<file path="src/rtl/vga_charbuf_arbiter.sv">
`default_nettype none
// ============================================================================
// Module      : vga_charbuf_arbiter
// Description : Single-port character RAM arbiter. Display fetch has fixed
//               priority over a clear-screen sequencer and a buffered host
//               write FIFO.
// Revision    : 1.0 - initial release
// ============================================================================
module vga_charbuf_arbiter #(
    parameter int unsigned CHAR_COUNT = 2400,
    parameter int unsigned ADDR_W     = 12,
    parameter int unsigned FIFO_DEPTH = 4,
    parameter logic [7:0]  FILL_CHAR  = 8'h20
) (
    input  logic              sys_clk_i,
    input  logic              rst_n_i,
    input  logic              disp_req_i,
    input  logic [ADDR_W-1:0] disp_addr_i,
    output logic              disp_valid_o,
    output logic [7:0]        disp_data_o,
    input  logic              wr_valid_i,
    output logic              wr_ready_o,
    input  logic [ADDR_W-1:0] wr_addr_i,
    input  logic [7:0]        wr_char_i,
    input  logic              clr_req_i,
    output logic              busy_o,
    output logic              ram_en_o,
    output logic              ram_we_o,
    output logic [ADDR_W-1:0] ram_addr_o,
    output logic [7:0]        ram_wdata_o,
    input  logic [7:0]        ram_rdata_i
);

    localparam int unsigned       PTR_W         = $clog2(FIFO_DEPTH);
    localparam logic [PTR_W:0]    FIFO_FULL_CNT = (PTR_W + 1)'(FIFO_DEPTH);
    localparam logic [ADDR_W-1:0] LAST_ADDR     = ADDR_W'(CHAR_COUNT - 1);

    typedef enum logic [0:0] {
        ST_IDLE  = 1'b0,
        ST_CLEAR = 1'b1
    } state_e;

    state_e            state_q, state_d;
    logic              clr_pend_q, clr_pend_d;
    logic [ADDR_W-1:0] clear_addr_q, clear_addr_d;
    logic              disp_valid_q;
    logic [PTR_W-1:0]  rd_ptr_q, wr_ptr_q;
    logic [PTR_W:0]    count_q, count_d;
    logic [ADDR_W-1:0] fifo_addr_q [FIFO_DEPTH];
    logic [7:0]        fifo_char_q [FIFO_DEPTH];

    logic fifo_empty, fifo_full, push, pop, head_in_range, clear_wr;

    assign fifo_empty    = (count_q == '0);
    assign fifo_full     = (count_q == FIFO_FULL_CNT);
    assign wr_ready_o    = rst_n_i && !fifo_full && !clr_pend_q && (state_q != ST_CLEAR);
    assign push          = wr_valid_i && wr_ready_o;
    assign pop           = rst_n_i && !disp_req_i && (state_q == ST_IDLE) && !fifo_empty;
    assign clear_wr      = rst_n_i && !disp_req_i && (state_q == ST_CLEAR);
    assign head_in_range = (32'(fifo_addr_q[rd_ptr_q]) < CHAR_COUNT);

    assign busy_o        = clr_pend_q || (state_q == ST_CLEAR);
    assign disp_valid_o  = disp_valid_q;
    // RAM read data arrives one cycle after the fetch, so it is forwarded directly.
    assign disp_data_o   = disp_valid_q ? ram_rdata_i : 8'h00;

    always_comb begin
        ram_en_o    = 1'b0;
        ram_we_o    = 1'b0;
        ram_addr_o  = '0;
        ram_wdata_o = 8'h00;
        if (!rst_n_i) begin
            ram_en_o = 1'b0;
        end else if (disp_req_i) begin
            ram_en_o   = 1'b1;
            ram_addr_o = disp_addr_i;
        end else if (state_q == ST_CLEAR) begin
            ram_en_o    = 1'b1;
            ram_we_o    = 1'b1;
            ram_addr_o  = clear_addr_q;
            ram_wdata_o = FILL_CHAR;
        end else if (pop && head_in_range) begin
            ram_en_o    = 1'b1;
            ram_we_o    = 1'b1;
            ram_addr_o  = fifo_addr_q[rd_ptr_q];
            ram_wdata_o = fifo_char_q[rd_ptr_q];
        end
    end

    always_comb begin
        state_d      = state_q;
        clr_pend_d   = clr_pend_q;
        clear_addr_d = clear_addr_q;
        if (clr_req_i && !clr_pend_q && (state_q != ST_CLEAR)) begin
            clr_pend_d = 1'b1;
        end
        case (state_q)
            ST_IDLE: begin
                // Queued host writes drain first so a clear always wins over them.
                if (clr_pend_q && fifo_empty) begin
                    state_d      = ST_CLEAR;
                    clr_pend_d   = 1'b0;
                    clear_addr_d = '0;
                end
            end
            ST_CLEAR: begin
                if (clear_wr) begin
                    if (clear_addr_q == LAST_ADDR) begin
                        state_d      = ST_IDLE;
                        clear_addr_d = '0;
                    end else begin
                        clear_addr_d = clear_addr_q + 1'b1;
                    end
                end
            end
            default: state_d = ST_IDLE;
        endcase
    end

    always_comb begin
        count_d = count_q;
        case ({push, pop})
            2'b10:   count_d = count_q + 1'b1;
            2'b01:   count_d = count_q - 1'b1;
            default: count_d = count_q;
        endcase
    end

    always_ff @(posedge sys_clk_i) begin
        if (!rst_n_i) begin
            state_q      <= ST_IDLE;
            clr_pend_q   <= 1'b0;
            clear_addr_q <= '0;
            disp_valid_q <= 1'b0;
            rd_ptr_q     <= '0;
            wr_ptr_q     <= '0;
            count_q      <= '0;
        end else begin
            state_q      <= state_d;
            clr_pend_q   <= clr_pend_d;
            clear_addr_q <= clear_addr_d;
            disp_valid_q <= disp_req_i;
            count_q      <= count_d;
            if (push) begin
                wr_ptr_q <= wr_ptr_q + 1'b1;
            end
            if (pop) begin
                rd_ptr_q <= rd_ptr_q + 1'b1;
            end
        end
    end

    always_ff @(posedge sys_clk_i) begin
        if (push) begin
            fifo_addr_q[wr_ptr_q] <= wr_addr_i;
            fifo_char_q[wr_ptr_q] <= wr_char_i;
        end
    end

endmodule
`default_nettype wire

</file>
<file path="config.mk">
export PLATFORM = sky130hd
export DESIGN_NAME = vga_charbuf_arbiter
export DESIGN_NICKNAME = d
export VERILOG_FILES = /design/src/rtl/vga_charbuf_arbiter.sv
export SDC_FILE = /design/constraint.sdc
export NUM_CORES = 1
export LEC_CHECK = 0
export BUFFER_PORTS_ARGS = -buffer_cell sky130_fd_sc_hd__buf_2
export CORE_MARGIN = 1.5
export CORE_UTILIZATION = 40
export DETAILED_ROUTE_END_ITERATION = 7
export GPL_ROUTABILITY_DRIVEN = 0
export PLACE_DENSITY = 0.56
export SETUP_SLACK_MARGIN = 0.5
export SLEW_MARGIN = 25
export SYNTH_ARGS = -nofsm -noshare
export SYNTH_HDL_FRONTEND = slang
export SYNTH_SLANG_ARGS = --single-unit
</file>
<file path="constraint.sdc">
create_clock -name sys_clk_i -period 2.9 [get_ports sys_clk_i]
set_input_delay 0 -clock sys_clk_i [delete_from_list [all_inputs] [get_ports sys_clk_i]]
set_output_delay 0 -clock sys_clk_i [all_outputs]
set_load 0.02 [all_outputs]
</file>
==> impl_metrics.toml, run 1 <==
[global_routing]
grt_pass1_wl_um = 15600
grt_pass1_vias = 3098
antenna_found_initial = 0
grt-ovfl-total = 0
grt_usage_pct = 16.5
grt_max_degree = 21

[clock_network]
clk_latency_ns = 0.34
clock_path_buffers = 2
h-tree-depth = 3
cts_tree = "done"
cts_buffers = 9
cts.reportedPaths.clkPinSlew_ns = 0.06
cts.sinks = 104
cts-root-buf = "clkbuf_16"

[final_layout]
antenna_cells = 0
layout_common_cells = "edfxtp_1 (80), buf_2 (77), nor2_1 (24)"
fin_cells = 600
fin_nets = 504
final_common_cell = "edfxtp_1"
drive_gt1_share_pct = 27.8
syn_to_final_growth_pct = 23.5

[power]
switching_share_pct = 24.4
comb_power_share_pct = 13.1
clock_power_share_pct = 34.9
total_leakage_power_nw = 2.10
p_per_area_nw_per_um2 = 563
vdd_ir_drop_max_mv = 0.444
p_sw_mw = 0.787
p_seq_share_pct = 52.0
power.internal_mw = 2.44

[sta]
max_freq_mhz = 434
rsz0062_at_grt = "true"
fin_crit_ns = 2.31
worst_pin_slew_ns = 0.704
final.period_utilization_pct = 79.5
drv_slew = 0
setup_viol = 0
clock_skew_ns = 0.00477
fin_tns_setup_ns = 0
hold_viol = 0
worst_slew_margin_rel_pct = 52.7

[floorplan]
coreArea_sq_um = 11400
num_io_pins = 78
die_y_um = 111
die_area_sq_um = 12300
rows = 39
start_util_pct = 40.8
die_w_um = 111

[critical_path]
cp_max_fo = 9
crit_chain = "mux4_2, o21ai_4, o211ai_4, and2b_1, buf_2"
crit_path_start_kind = "flip-flop"
endpoint_kind = "output port"
critPathKind = "flip-flop to output port"
crit_path_top_delay_cell = "mux4_2"
crit_path_max_incr_delay_ns = 0.57
worstPathArrival_ns = 2.31
cp_data_required_time_ns = 2.90

[detailed_routing]
routed_wl_um = 10100
wl_per_cell_um = 16.8
vias = 3176
detail-route-antenna-nets = 0
drt-vias-per-instance = 5.29
drc_errors = 0
first_pass_iters = 4
drt_iter0_markers = 156

[placement]
place_inst = 560
portBuffers = 77
hpwl_um = 6520

[outcome]
status = "finished, final reports clean"

[logic_synthesis]
async_flop_share_pct = 0
synth_seq_cells = 104
ys_types = 46
synth_seq_area_share_pct = 62.1
yosys_warnings = 0
synth_edf_count = 80
avgSynthCellArea_sq_um = 13.4
syn-num-nets = 399
syn-instance-count = 347
netlist_area_sq_um = 4640
ys.flop_type = "edfxtp_1"

[min_path]
min_path_type = "input port to flip-flop"

[flow_run]
cap_viol_max_count = 0
worst paths after layout:
kind	depth (start not counted)	endpoint	slack, ns	start
max	5	ram_wdata_o[0]	0.59	flip-flop
min	2	clear_addr_q[4]	0.06	rst_n_i
max reg2reg	8	count_q[2]	0.82	count_q[0]
min reg2reg	2	clr_pend_q	0.49	clr_pend_q
flip-flops by register name, summed over array words and instances, names as in the netlist, named ones only:
name          flops
disp_valid_o      1
fifo_char_q      32
wr_ptr_q          2
rd_ptr_q          2
state_q           1
fifo_addr_q      48
clr_pend_q        1
clear_addr_q     12
count_q           3
synth_stat cells (4+ instances only):
library cell | n | area share [%]
edfxtp_1 | 80 | 52
a21oi_1 | 12 | 1.3
nand4_1 | 7 | 0.94
nand3_1 | 11 | 1.2
mux4_2 | 15 | 7.3
o21ai_1 | 5 | 0.54
dfxtp_1 | 24 | 10
and2b_1 | 5 | 0.81
inv_1 | 15 | 1.2
clkbuf_1 | 9 | 0.73
nand2_1 | 18 | 1.5
nor2_1 | 24 | 1.9
a22oi_1 | 8 | 1.3
nand2b_1 | 4 | 0.54
mux2i_1 | 12 | 2.6
xnor2_1 | 5 | 0.94
o22ai_1 | 5 | 0.67
ha_1 | 6 | 1.6
a31oi_1 | 7 | 0.94
o21ai_0 | 14 | 1.5
nor3_1 | 6 | 0.65
buf_2 | 5 | 0.54
and2_1 | 14 | 1.9
critical path, delay by kind of cell, from the launching register on:
kind,cells,cell delay (ns)
multiplexers,1,0.57
AO/OA/AOI/OAI,2,0.53
flip-flops,1,0.44
AND/OR/NAND/NOR,1,0.27
buffers and inverters,1,0.16
timing repair:
action                     in CTS  in global routing
setup buffers                   0                  2
pin swaps                       0                  3
gates cloned                    0                  1
hold buffers                   21                  0
setup endpoints to repair      22                 13
gates resized for setup         3                  3
hold endpoints to repair       81                  0
layer usage:
metal	vias up	part of all wire (%)	GRT usage, %
met2	87	48	26.6
met5	-	0	0
met4	0	1.2	5.56
met3	9	5.1	4.98
met1	1553	46	21.2
li1	1527	-	-
power by group through the flow:
stage	combinational (mW)	clock (mW)	sequential, mW
2_1_floorplan	0.264	0	1.70
3_3_place_gp	0.382	0	1.71
3_5_place_dp	0.386	0	1.71
4_1_cts	0.409	1.17	1.68
5_1_grt	0.463	1.21	1.68
6_report	0.423	1.13	1.68
cells by family after synthesis:
| kind of cell | share of synthesized area [%] |
|---|---|
| compound gates | 8.39 |
| xor+xnor | 1.32 |
| fa+ha+maj | 2.05 |
| buf+inv | 3.29 |
| flops | 62.1 |
| mux | 9.87 |
| simple gates | 13.0 |
metrics by stage:
stage               worst slack [ns]  power, mW  util, %  instance area (sq um)  hold slack [ns]
floorplan                      0.777       1.96        -                   4640           0.0989
global placement               0.661       2.09     45.6                   5190            0.215
detailed placement             0.621       2.10     45.6                   5190            0.217
CTS                            0.549       3.25     50.0                   5680           0.0384
global route                   0.469       3.36     50.4                   5730           0.0636
finish                         0.595       3.23     50.4                   5730           0.0638
cell type report:
type,instances,area [sq um]
fill,959,5640
sequential,104,2890
multi-input combinational,211,1640
timing repair buffer,110,686
clock buffer,13,250
tap,143,179
inverter,16,60.1
clock inverter,3,26.3
(Power assumes the default switching activity.)
==> run 2, diff against run 1 <==
PLACE_DENSITY = 0.58   (was 0.56)
clock period = 1.8 ns   (was 2.9 ns; I/O delays follow)
==> impl_metrics.toml, run 2 (synthesis results as in run 1) <==
[power]
p_per_area_nw_per_um2 = 795
vdd_ir_drop_max_mv = 0.723
power.internal_mw = 4.40
p_seq_share_pct = 46.2
comb_power_share_pct = 20.3
total_leakage_power_nw = 2.78
p_sw_mw = 1.44
switching_share_pct = 24.7
clock_power_share_pct = 33.5
fin_total_pwr_mw = 5.85

[sta]
setup_viol = 63
clock_skew_ns = 0.00800
hold_ws_ns = 0.178
drv_slew = 0
fin_tns_setup_ns = -9.25
rsz0062_at_grt = "true"
fin_crit_ns = 2.18
worst_slew_margin_rel_pct = 75.3
final.period_utilization_pct = 121
hold_viol = 0
max_freq_mhz = 460
worst_pin_slew_ns = 0.370
timing.final.ws_setup_ns = -0.376

[clock_network]
cts-root-buf = "clkbuf_16"
cts.reportedPaths.clkPinSlew_ns = 0.07
clock_path_buffers = 2
cts.sinks = 104
clk_latency_ns = 0.34
cts_tree = "done"
cts_buffers = 9
h-tree-depth = 3

[final_layout]
syn_to_final_growth_pct = 58.4
max_flop_register = "fifo_addr_q"
layout_common_cells = "edfxtp_1 (80), buf_2 (61), buf_4 (45)"
fin_util_pct = 64.7
antenna_cells = 0
largest_reg_flops = 48
final_common_cell = "edfxtp_1"
reg_top3 = "fifo_addr_q (48), fifo_char_q (32), clear_addr_q (12)"
fin_nets = 586
drive_gt1_share_pct = 50.5

[critical_path]
crit_path_top_delay_cell = "mux4_2"
crit_path_start_kind = "flip-flop"
critical_path.top_delay_family = "multiplexers"
cp_data_required_time_ns = 1.80
crit_end = "ram_addr_o[0]"
r2r_end = "count_q[2]"
cp_max_fo = 12
crit_chain = "buf_12, mux4_2, a21oi_4, o211ai_4, buf_12, o22ai_1, buf_2"
endpoint_kind = "output port"
crit_cells = 7
r2r_setup_slack_ns = -0.15
crit_path_max_incr_delay_ns = 0.54
critPathKind = "flip-flop to output port"
reg2reg_from = "count_q[1]"
worstPathArrival_ns = 2.18
path_buf_inv = 3
reg2reg_depth = 9
crit_top_cell = "buf_12"

[global_routing]
grt-ovfl-total = 0
grt_max_degree = 19
antenna_found_initial = 0
grt_pass1_vias = 3629
grt_pass1_wl_um = 18700
grt_usage_pct = 19.4

[detailed_routing]
detail-route-antenna-nets = 0
routed_wl_um = 11700
first_pass_iters = 4
drc_errors = 0
vias = 3513
wl_per_cell_um = 17.2
drt_iter0_markers = 252
drt-vias-per-instance = 5.15

[flow_run]
cap_viol_max_count = 0

[floorplan]
start_util_pct = 40.8
rows = 39
num_io_pins = 78
die_y_um = 111
coreArea_sq_um = 11400
die_area_sq_um = 12300
die_w_um = 111

[placement]
portBuffers = 77
hpwl_um = 7170

[min_path]
min_path_type = "input port to flip-flop"
min_path_cells = 3

[outcome]
status = "finished with violations"
violations = "negative setup slack"
run 2: changes by cell type in the layout (fill, tap and decap cells not counted), moves of 5 or more:
cell,before,now
o21ai_0,14,8
o21ai_4,1,7
buf_12,0,21
dfxtp_2,1,6
buf_6,0,34
and2b_2,0,5
nand3_2,0,5
buf_16,0,10
buf_4,12,45
dfxtp_1,22,14
buf_2,77,61
nand2_1,18,13
and2b_1,5,0
nand3_1,11,6
run 2: worst min path at each step:
stage | startpoint | endpoint | slack, ns
5_1_grt | rst_n_i | clear_addr_q[4] | 0.17
6_report | rst_n_i | clear_addr_q[4] | 0.18
3_3_place_gp | wr_addr_i[8] | fifo_addr_q[2][8] | 0.21
2_1_floorplan | wr_addr_i[0] | fifo_addr_q[0][0] | 0.1
4_1_cts | rst_n_i | clear_addr_q[4] | 0.16
3_5_place_dp | wr_char_i[4] | fifo_char_q[2][4] | 0.22
run 2: routing by layer:
layer / global-route usage, % / routed length [um] / vias to the layer above
li1: - / - / 1686
met2: 33.5 / 6030 / 77
met5: 0 / 0 / -
met1: 25.4 / 5160 / 1737
met3: 3.94 / 402 / 13
met4: 4.53 / 106 / 0
run 2: cell type report:
type                       count  area, sq um
inverter                      16         60.1
fill                         814         4020
clock buffer                  11          233
sequential                   104         2910
clock inverter                 5         62.6
tap                          143          179
multi-input combinational    210         1960
timing repair buffer         193         1950
run 2: timing repair:
action | 4_1_cts | 5_1_grt
buffers inserted | 28 | 11
cloned | 10 | 0
gates resized for setup | 89 | 23
hold endpoints to repair | 81 | 0
pin swaps | 22 | 15
hold buffers | 21 | 0
endpoints found under the setup margin | 123 | 127
run 2: worst reg2reg max path, delay by kind of cell, from the launching register on:
| kind | cells | cell delay, ns |
|---|---|---|
| XOR/XNOR | 1 | 0.15 |
| adder cells (fa/ha/maj) | 2 | 0.52 |
| buffers and inverters | 2 | 0.18 |
| flip-flops | 1 | 0.38 |
| AO/OA/AOI/OAI | 1 | 0.12 |
| AND/OR/NAND/NOR | 3 | 0.53 |
run 2: power by group through the flow:
| stage | logic [mW] | clock network (mW) | registers (mW) |
|---|---|---|---|
| floorplan | 0.478 | 0 | 2.74 |
| global placement | 0.816 | 0 | 2.74 |
| detailed placement | 0.827 | 0 | 2.74 |
| CTS | 1.13 | 2.00 | 2.70 |
| global route | 1.27 | 2.10 | 2.71 |
| finish | 1.19 | 1.96 | 2.70 |
run 2: per-stage QoR:
step	area, sq um	cells	worst slack (ns)
2_1_floorplan	4860	347	-0.176
3_3_place_gp	5780	596	-0.0749
3_5_place_dp	5780	596	-0.158
4_1_cts	7160	671	-0.408
5_1_grt	7350	682	-0.458
6_report	7350	682	-0.376
==> run 3, diff against run 2 <==
PLACE_DENSITY = 0.56   (was 0.58)
REMOVE_ABC_BUFFERS = 1   (was default)
clock period = 2.23 ns   (was 1.8 ns; I/O delays follow)
==> impl_metrics.toml, run 3 (synthesis results as in run 1) <==
[floorplan]
coreArea_sq_um = 11400
die_w_um = 111
num_io_pins = 78
die_y_um = 111
start_util_pct = 40.8
die_area_sq_um = 12300
rows = 39

[power]
vdd_ir_drop_max_mv = 0.457
total_leakage_power_nw = 2.38
p_per_area_nw_per_um2 = 702

[flow_run]
cap_viol_max_count = 0

[sta]
final.period_utilization_pct = 100
fin_tns_setup_ns = -0.00187
clock_skew_ns = 0.00718
max_freq_mhz = 448
drv_slew = 0
rsz0062_at_grt = "true"
setup_viol = 1
worst_pin_slew_ns = 0.493
worst_slew_margin_rel_pct = 67.1
hold_viol = 0
fin_crit_ns = 2.23
timing.final.ws_setup_ns = -0.00187

[detailed_routing]
drc_errors = 0
vias = 3385
detail-route-antenna-nets = 0
drt-vias-per-instance = 5.36
drt_iter0_markers = 271
routed_wl_um = 11500
first_pass_iters = 4
wl_per_cell_um = 18.2

[global_routing]
grt_pass1_vias = 3341
grt-ovfl-total = 0
grt_usage_pct = 18.2
antenna_found_initial = 0
grt_max_degree = 22
grt_pass1_wl_um = 17500

[final_layout]
syn_to_final_growth_pct = 39.1
reg_top3 = "fifo_addr_q (48), fifo_char_q (32), clear_addr_q (12)"
layout_common_cells = "edfxtp_1 (80), buf_2 (56), buf_4 (35)"
drive_gt1_share_pct = 38.9
max_flop_register = "fifo_addr_q"
fin_area_sq_um = 6450
fin_nets = 536
largest_reg_flops = 48
final_common_cell = "edfxtp_1"
antenna_cells = 0

[critical_path]
crit_path_start_kind = "flip-flop"
worstPathArrival_ns = 2.23
endpoint_kind = "output port"
cp_max_fo = 8
critPathKind = "flip-flop to output port"
cp_data_required_time_ns = 2.23

[min_path]
min_path_type = "input port to flip-flop"

[placement]
hpwl_um = 6590
dpl_cell_area_sq_um = 5320
portBuffers = 77

[clock_network]
cts.sinks = 104
clk_latency_ns = 0.35
cts.reportedPaths.clkPinSlew_ns = 0.07
cts_buffers = 9
cts-root-buf = "clkbuf_16"
h-tree-depth = 3
cts_tree = "done"
clock_path_buffers = 2

[outcome]
violations = "negative setup slack"
status = "finished with violations"
==> run 3: final cells by class <==
| cell class | instances | area [sq um] |
|---|---|---|
| fillers | 932 | 4910 |
| flip-flops and latches | 104 | 2900 |
| multi-input cells | 213 | 1830 |
| repair buffers | 140 | 1200 |
| clock buffers | 9 | 225 |
| well taps | 143 | 179 |
| clock inverters | 7 | 68.8 |
| inverters | 16 | 60.1 |
==> run 3: where the power goes <==
| part | internal, mW | switching [mW] | leakage, nW | total, mW |
|---|---|---|---|---|
| logic | 0.364 | 0.403 | 1.32 | 0.767 |
| clock network | 0.871 | 0.714 | 0.140 | 1.59 |
| registers | 2.15 | 0.0341 | 0.923 | 2.18 |
==> run 3: final timing paths <==
kind,start,cells past startpoint,slack (ns),to
worst max-delay path,flip-flop,7,-0.002,ram_wdata_o[1]
worst min-delay path,rst_n_i,2,0.07,clear_addr_q[4]
worst max register to register,count_q[1],9,0.21,count_q[2]
worst min register to register,clear_addr_q[11],1,0.50,clear_addr_q[11]
==> run 3: timing repair <==
action / in CTS / in global routing
resized for setup: 57 / 36
gates cloned: 2 / 5
hold endpoints to repair: 81 / 0
hold buffers: 21 / 0
pin swaps: 14 / 14
endpoints found under the setup margin: 107 / 104
buffers inserted: 13 / 8
==> run 3: per-layer routing <==
metal	GRT usage (%)	share of wire, %	up-vias
li1	-	-	1596
met1	23.7	43	1662
met2	30.1	50	119
met3	4.87	6.3	8
met4	5.47	0.81	0
met5	0	0	-
==> run 3: critical path, stage by stage, from the launching register on <==
cell and delay, ns:
dfxtp_2 0.35, buf_12 0.13, mux4_2 0.54, a21oi_4 0.20, buf_12 0.14, o211ai_4 0.14
and2b_1 0.26, buf_6 0.12
==> run 3: through the flow <==
step	hold WS, ns	total power [mW]	cells	setup WS (ns)	utilization, %
after global placement	0.213	2.74	567	0.188	46.7
after CTS	0.0407	4.48	619	-0.0267	54.0
final	0.0715	4.53	632	-0.00187	56.8
after global routing	0.0790	4.69	632	-0.0659	56.8
after detailed placement	0.221	2.75	567	0.0868	46.7
after floorplan	0.0989	2.53	330	-0.376	-
